### config.mk
export PLATFORM = sky130hd
export DESIGN_NAME = tft_funcmod
export DESIGN_NICKNAME = d
export VERILOG_FILES = /design/src/rtl/tft_funcmod.sv
export SDC_FILE = /design/constraint.sdc
export NUM_CORES = 1
export LEC_CHECK = 0
export CAP_MARGIN = 20
export CORE_MARGIN = 3
export CORE_UTILIZATION = 55
export DETAILED_ROUTE_END_ITERATION = 6
export PLACE_DENSITY = 0.84
export SYNTH_ARGS = -nofsm -noshare
export SYNTH_HDL_FRONTEND = slang
export SYNTH_SLANG_ARGS = --single-unit
### constraint.sdc
create_clock -name CLOCK -period 4.3 [get_ports CLOCK]
set_clock_uncertainty 0.2 [all_clocks]
set_input_delay 0.43 -clock CLOCK [delete_from_list [all_inputs] [get_ports CLOCK]]
set_output_delay 0.43 -clock CLOCK [all_outputs]
set_load 0.01 [all_outputs]
### src/rtl/tft_funcmod.sv
// Write-only driver for a 16-bit 8080-style TFT bus: turns one-hot write requests
// into CS/RS/WR strobes with parameterised setup, low and high times.
module tft_funcmod #(
    parameter int unsigned T_SETUP = 1,
    parameter int unsigned T_WRL   = 3,
    parameter int unsigned T_WRH   = 3
) (
    input  logic        CLOCK,
    input  logic        RESET,
    input  logic [2:0]  iCall,
    output logic        oDone,
    input  logic [7:0]  iAddr,
    input  logic [15:0] iData,
    output logic        TFT_RST,
    output logic        TFT_CS,
    output logic        TFT_RS,
    output logic        TFT_WR,
    output logic        TFT_RD,
    output logic [15:0] TFT_DB
);

    typedef enum logic [2:0] {
        S_IDLE,
        S_SETUP,
        S_WRLO,
        S_WRHI,
        S_DONE,
        S_REC
    } state_e;

    localparam logic [7:0] LD_SETUP = 8'(T_SETUP - 1);
    localparam logic [7:0] LD_WRL   = 8'(T_WRL - 1);
    localparam logic [7:0] LD_WRH   = 8'(T_WRH - 1);

    state_e      state_q, state_d;
    logic [7:0]  cnt_q, cnt_d;
    logic        is_reg_q, is_reg_d;
    logic        phase_q, phase_d;
    logic [15:0] data_q, data_d;
    logic        done_q, done_d;
    logic        cs_q, cs_d;
    logic        rs_q, rs_d;
    logic        wr_q, wr_d;
    logic [15:0] db_q, db_d;
    logic        rst_q;

    // NOTE: every signal written here gets its hold value first, so no path can infer a latch.
    always_comb begin
        state_d  = state_q;
        cnt_d    = cnt_q;
        is_reg_d = is_reg_q;
        phase_d  = phase_q;
        data_d   = data_q;
        done_d   = 1'b0;
        cs_d     = cs_q;
        rs_d     = rs_q;
        wr_d     = wr_q;
        db_d     = db_q;

        unique case (state_q)
            // REC samples like IDLE, so a caller re-asserting after REC loses no cycle.
            S_IDLE, S_REC: begin
                state_d = S_IDLE;
                if (iCall != 3'b000) begin
                    state_d  = S_SETUP;
                    cnt_d    = LD_SETUP;
                    data_d   = iData;
                    is_reg_d = iCall[2];
                    cs_d     = 1'b0;
                    wr_d     = 1'b1;
                    if (iCall[2] || iCall[1]) begin
                        phase_d = 1'b0;
                        rs_d    = 1'b0;
                        db_d    = {8'h00, iAddr};
                    end else begin
                        phase_d = 1'b1;
                        rs_d    = 1'b1;
                        db_d    = iData;
                    end
                end
            end

            S_SETUP: begin
                if (cnt_q == 8'd0) begin
                    state_d = S_WRLO;
                    cnt_d   = LD_WRL;
                    wr_d    = 1'b0;
                end else begin
                    cnt_d = cnt_q - 8'd1;
                end
            end

            S_WRLO: begin
                if (cnt_q == 8'd0) begin
                    state_d = S_WRHI;
                    cnt_d   = LD_WRH;
                    wr_d    = 1'b1;
                end else begin
                    cnt_d = cnt_q - 8'd1;
                end
            end

            S_WRHI: begin
                if (cnt_q != 8'd0) begin
                    cnt_d = cnt_q - 8'd1;
                end else if (is_reg_q && !phase_q) begin
                    // Command phase of a register write done: CS stays low into the data phase.
                    state_d = S_SETUP;
                    cnt_d   = LD_SETUP;
                    phase_d = 1'b1;
                    rs_d    = 1'b1;
                    db_d    = data_q;
                end else begin
                    state_d = S_DONE;
                    done_d  = 1'b1;
                    cs_d    = 1'b1;
                    rs_d    = 1'b1;
                end
            end

            S_DONE: begin
                state_d = S_REC;
            end

            default: begin
                state_d = S_IDLE;
            end
        endcase
    end

    // NOTE: state registers use non-blocking assignments so every flop samples pre-edge values.
    always_ff @(posedge CLOCK or posedge RESET) begin
        if (RESET) begin
            state_q  <= S_IDLE;
            cnt_q    <= 8'd0;
            is_reg_q <= 1'b0;
            phase_q  <= 1'b0;
            data_q   <= 16'h0000;
            done_q   <= 1'b0;
            cs_q     <= 1'b1;
            rs_q     <= 1'b1;
            wr_q     <= 1'b1;
            db_q     <= 16'h0000;
            rst_q    <= 1'b0;
        end else begin
            state_q  <= state_d;
            cnt_q    <= cnt_d;
            is_reg_q <= is_reg_d;
            phase_q  <= phase_d;
            data_q   <= data_d;
            done_q   <= done_d;
            cs_q     <= cs_d;
            rs_q     <= rs_d;
            wr_q     <= wr_d;
            db_q     <= db_d;
            rst_q    <= 1'b1;
        end
    end

    assign oDone   = done_q;
    assign TFT_RST = rst_q;
    assign TFT_CS  = cs_q;
    assign TFT_RS  = rs_q;
    assign TFT_WR  = wr_q;
    assign TFT_RD  = 1'b1;
    assign TFT_DB  = db_q;

endmodule

==> key figures <==
Status
  – Run status: completed

Cells and area
  – Finished Layout Cells: around 330
  – Ratio of cells with drive above 1 in the final layout: between 20 and 25%
  – Area growth syn-to-layout: 22.6%
  – Ant diodes: 0
  – Final instance area: between 3000 and 4000 um2
  – Layout Nets: just over 300

Setup path
  – CP max stage delay: roughly 0.74 ns
  – Worst Path Arrival: a little under 3 ns
  – Worst R2R End: TFT_DB[14]
  – Reg2Reg Depth: 6
  – Reg-to-reg slack, setup: between 1 and 1.5 ns
  – WP data required: 4.29 ns
  – Crit path max fanout: 16
  – Crit. End Element: register
  – Crit path cell chain: inv_1 -> ha_1 -> or3b_2 -> nor4_4 -> or2_1 -> mux2_2
  – Crit Path Category: register to register
  – CP Launch Type: register
  – Reg-to-Reg Start: cnt_q[0]
  – Slowest CP cell: or2_1

Drt
  – Routed Antenna Nets: 0
  – Post-Route WL: a little over 5000 um
  – DRT Pass-1 Iters: 4
  – Via Count: between 1500 and 2000
  – DRT iter0 DRCs: 132
  – Vias per std cell: about 5.7
  – Wire per inst: between 15 and 20 um
  – DR DRC count: 0

Synthesis
  – Synth Warn #: 0
  – Prevailing post-synth register cell: dfrtp_1
  – Synth area leaders: dfrtp_1, mux2_2, mux2_4
  – Syn Inst Count: about 230
  – Post-Syn Area: between 2000 and 3000 um2
  – Yosys reg bits: 50
  – Seq/Total Area, Yosys: between 40 and 50%
  – Count leader, synth: dfrtp_1
  – Area leader, netlist: dfrtp_1
  – Netlist cell types: 50
  – Syn Area/Cell: 11.5 um2
  – Number of synthesized flops with an enable pin: 0
  – Ys async rst share: 100%
  – Synth top area share: between 40% and 50%
  – Post-synth top cells: dfrtp_1, nand2_1, mux2_2

Pwr
  – Pwr dens: 722 nW/um2
  – Comb power frac: between 40 and 50%
  – Sequential share of power: between 30 and 40%
  – Sw power: between 0.0008 and 0.0009 W
  – Clock power frac: roughly 14%
  – P_leak: 1.37 nW
  – Int Pwr: 0.00148 W
  – Worst vdd rail ir drop: between 0.0004 and 0.0005 V
  – Tot Pwr: roughly 0.0023 W
  – Sw Ratio: a little over a third

STA
  – Worst slew pin tran: ~0.90 ns
  – Max Fclk: roughly 340 MHz
  – Fin. Hold Viols: 0
  – Final WS setup: between 1 and 1.5 ns
  – Max-slew headroom: between 30% and 40%
  – Setup tns final: 0 ns
  – Period utilization: about 70%
  – Count of final setup violators: 0
  – Slew Limit Fails: 0
  – Min Tclk post-route: 2.93 ns
  – RSZ-0062 raised after global routing: no

Die
  – Initial Util: about three fifths
  – Die height: roughly 75 um
  – Die Area: roughly 5600 um2
  – Placeable Area: around 4400 um2
  – Row Count: 24
  – Die width: roughly 75 um
  – Boundary Pins: about 50

Placed design
  – Port bufs: 49
  – GPL Wtd Cong: about 0.80
  – Dpl ws: ~1.2 ns
  – Final HPWL DP: between 3000 and 4000 um
  – Cell Count Post-Placement: between 300 and 400
  – Dpl cell area: between 3000 and 4000 um2

Clock network
  – Sink Count: 50
  – Skew-Pair Late Insertion Delay: approximately 0.3 ns
  – H-tree level count: 2
  – Post-CTS Setup Inserts: 0
  – Clk slew on worst S/H paths: 0.09 ns
  – # hold bufs at CTS: 0
  – Post_cts resized: 0
  – Clk Tree Root Cell: clkbuf_8
  – TritonCTS Buffers: 5
  – Clk buf depth: 2
  – CTS tree: done

Global route
  – Busiest grt layer: met2
  – Vias in the first global route: 1836
  – Global-route met3 utilization: under 10%
  – Overflow after GRT: 0
  – GR Layer Usage met2: a little under a third
  – Met1 Usage GRT: around 28%
  – Initial antenna violation count: 0
  – First-pass GRT wire length: around 8500 um
  – Largest net degree at the start of global routing: 51
  – Gr usage total: between 20% and 30%

Hold path
  – Min-delay worst type: primary input to async pin

Flow run
  – Number of max-cap violations: 0
[worst max-delay path, delay by kind of cell (launching register included)]
family | cells | cell delay [ns]
fa+ha+maj | 1 | 0.16
buf+inv | 1 | 0.09
flops | 1 | 0.40
mux | 1 | 0.41
simple gates | 3 | 1.56
[worst max-delay path by stage]
| stage | cells after the start | slack, ns | endpoint | start |
|---|---|---|---|---|
| global route | 6 | 1.21 | TFT_DB[0] | cnt_q[1] |
| finish | 6 | 1.37 | TFT_DB[14] | cnt_q[0] |
| global placement | 5 | 1.32 | TFT_DB[14] | iCall[2] |
| CTS | 6 | 1.34 | TFT_DB[14] | cnt_q[0] |
| detailed placement | 5 | 1.23 | TFT_DB[1] | iCall[2] |
| floorplan | 8 | 1.96 | TFT_DB[10] | cnt_q[0] |
[cells in the final DEF (no fill, tap or decap), types with 3 or more instances in the layout]
cell,n
mux2i_1,8
clkdlybuf4s50_1,49
dfstp_2,3
clkbuf_8,5
or3_1,3
nand2_1,29
dfrtp_1,47
nand3_1,10
o21ai_0,12
mux2_2,24
xor2_1,3
a21oi_1,3
mux2_4,10
nand2b_1,3
nor3_1,6
nor2_1,10
[layout make-up]
class                      instances  area [um2]
clock buffer                       5        68.8
tap                               52        65.1
multi-input combinational        160        1210
inverter                           3        11.3
timing repair buffer              52         526
clock inverter                     3        45.0
sequential                        50        1250
fill                             347        1270
[flip-flops by register name, summed over array words and instances, names as in the netlist]
signal	cells
phase_q	1
state_q	3
TFT_DB	16
is_reg_q	1
TFT_RS	1
data_q	16
cnt_q	8
TFT_WR	1
TFT_CS	1
oDone	1
TFT_RST	1
[cells by family after synthesis]
kind of cell	Yosys count	synth area share, %
AO/OA/AOI/OAI	33	8.93
XOR/XNOR	3	1.01
adder cells (fa/ha/maj)	2	0.966
buffers and inverters	16	5.17
flip-flops	50	48.4
multiplexers	42	19.3
other	1	0.145
AND/OR/NAND/NOR	78	16.0
[through the flow]
stage	hold slack, ns	utilization [%]
after global placement	0.288	68.5
after detailed placement	0.293	68.5
after floorplan	0.279	-
final	0.154	71.5
after global routing	0.177	71.5
after CTS	0.314	71.0
[per-layer routing]
layer  routed length [um]  vias to the layer above
met2                 2500                       57
met3                  244                        6
met4                   55                        0
li1                     -                      887
met1                 2340                      901
met5                    0                        -
[power by group through the flow]
stage	clock, W	combinational (W)	sequential [W]
final	0.000329	0.00111	0.000859
after detailed placement	0	0.00111	0.000863
after CTS	0.000337	0.00111	0.000859
after floorplan	0	0.000857	0.000836
after global placement	0	0.00108	0.000855
after global routing	0.000356	0.00121	0.000893
Power figures use the tool's default switching activity.
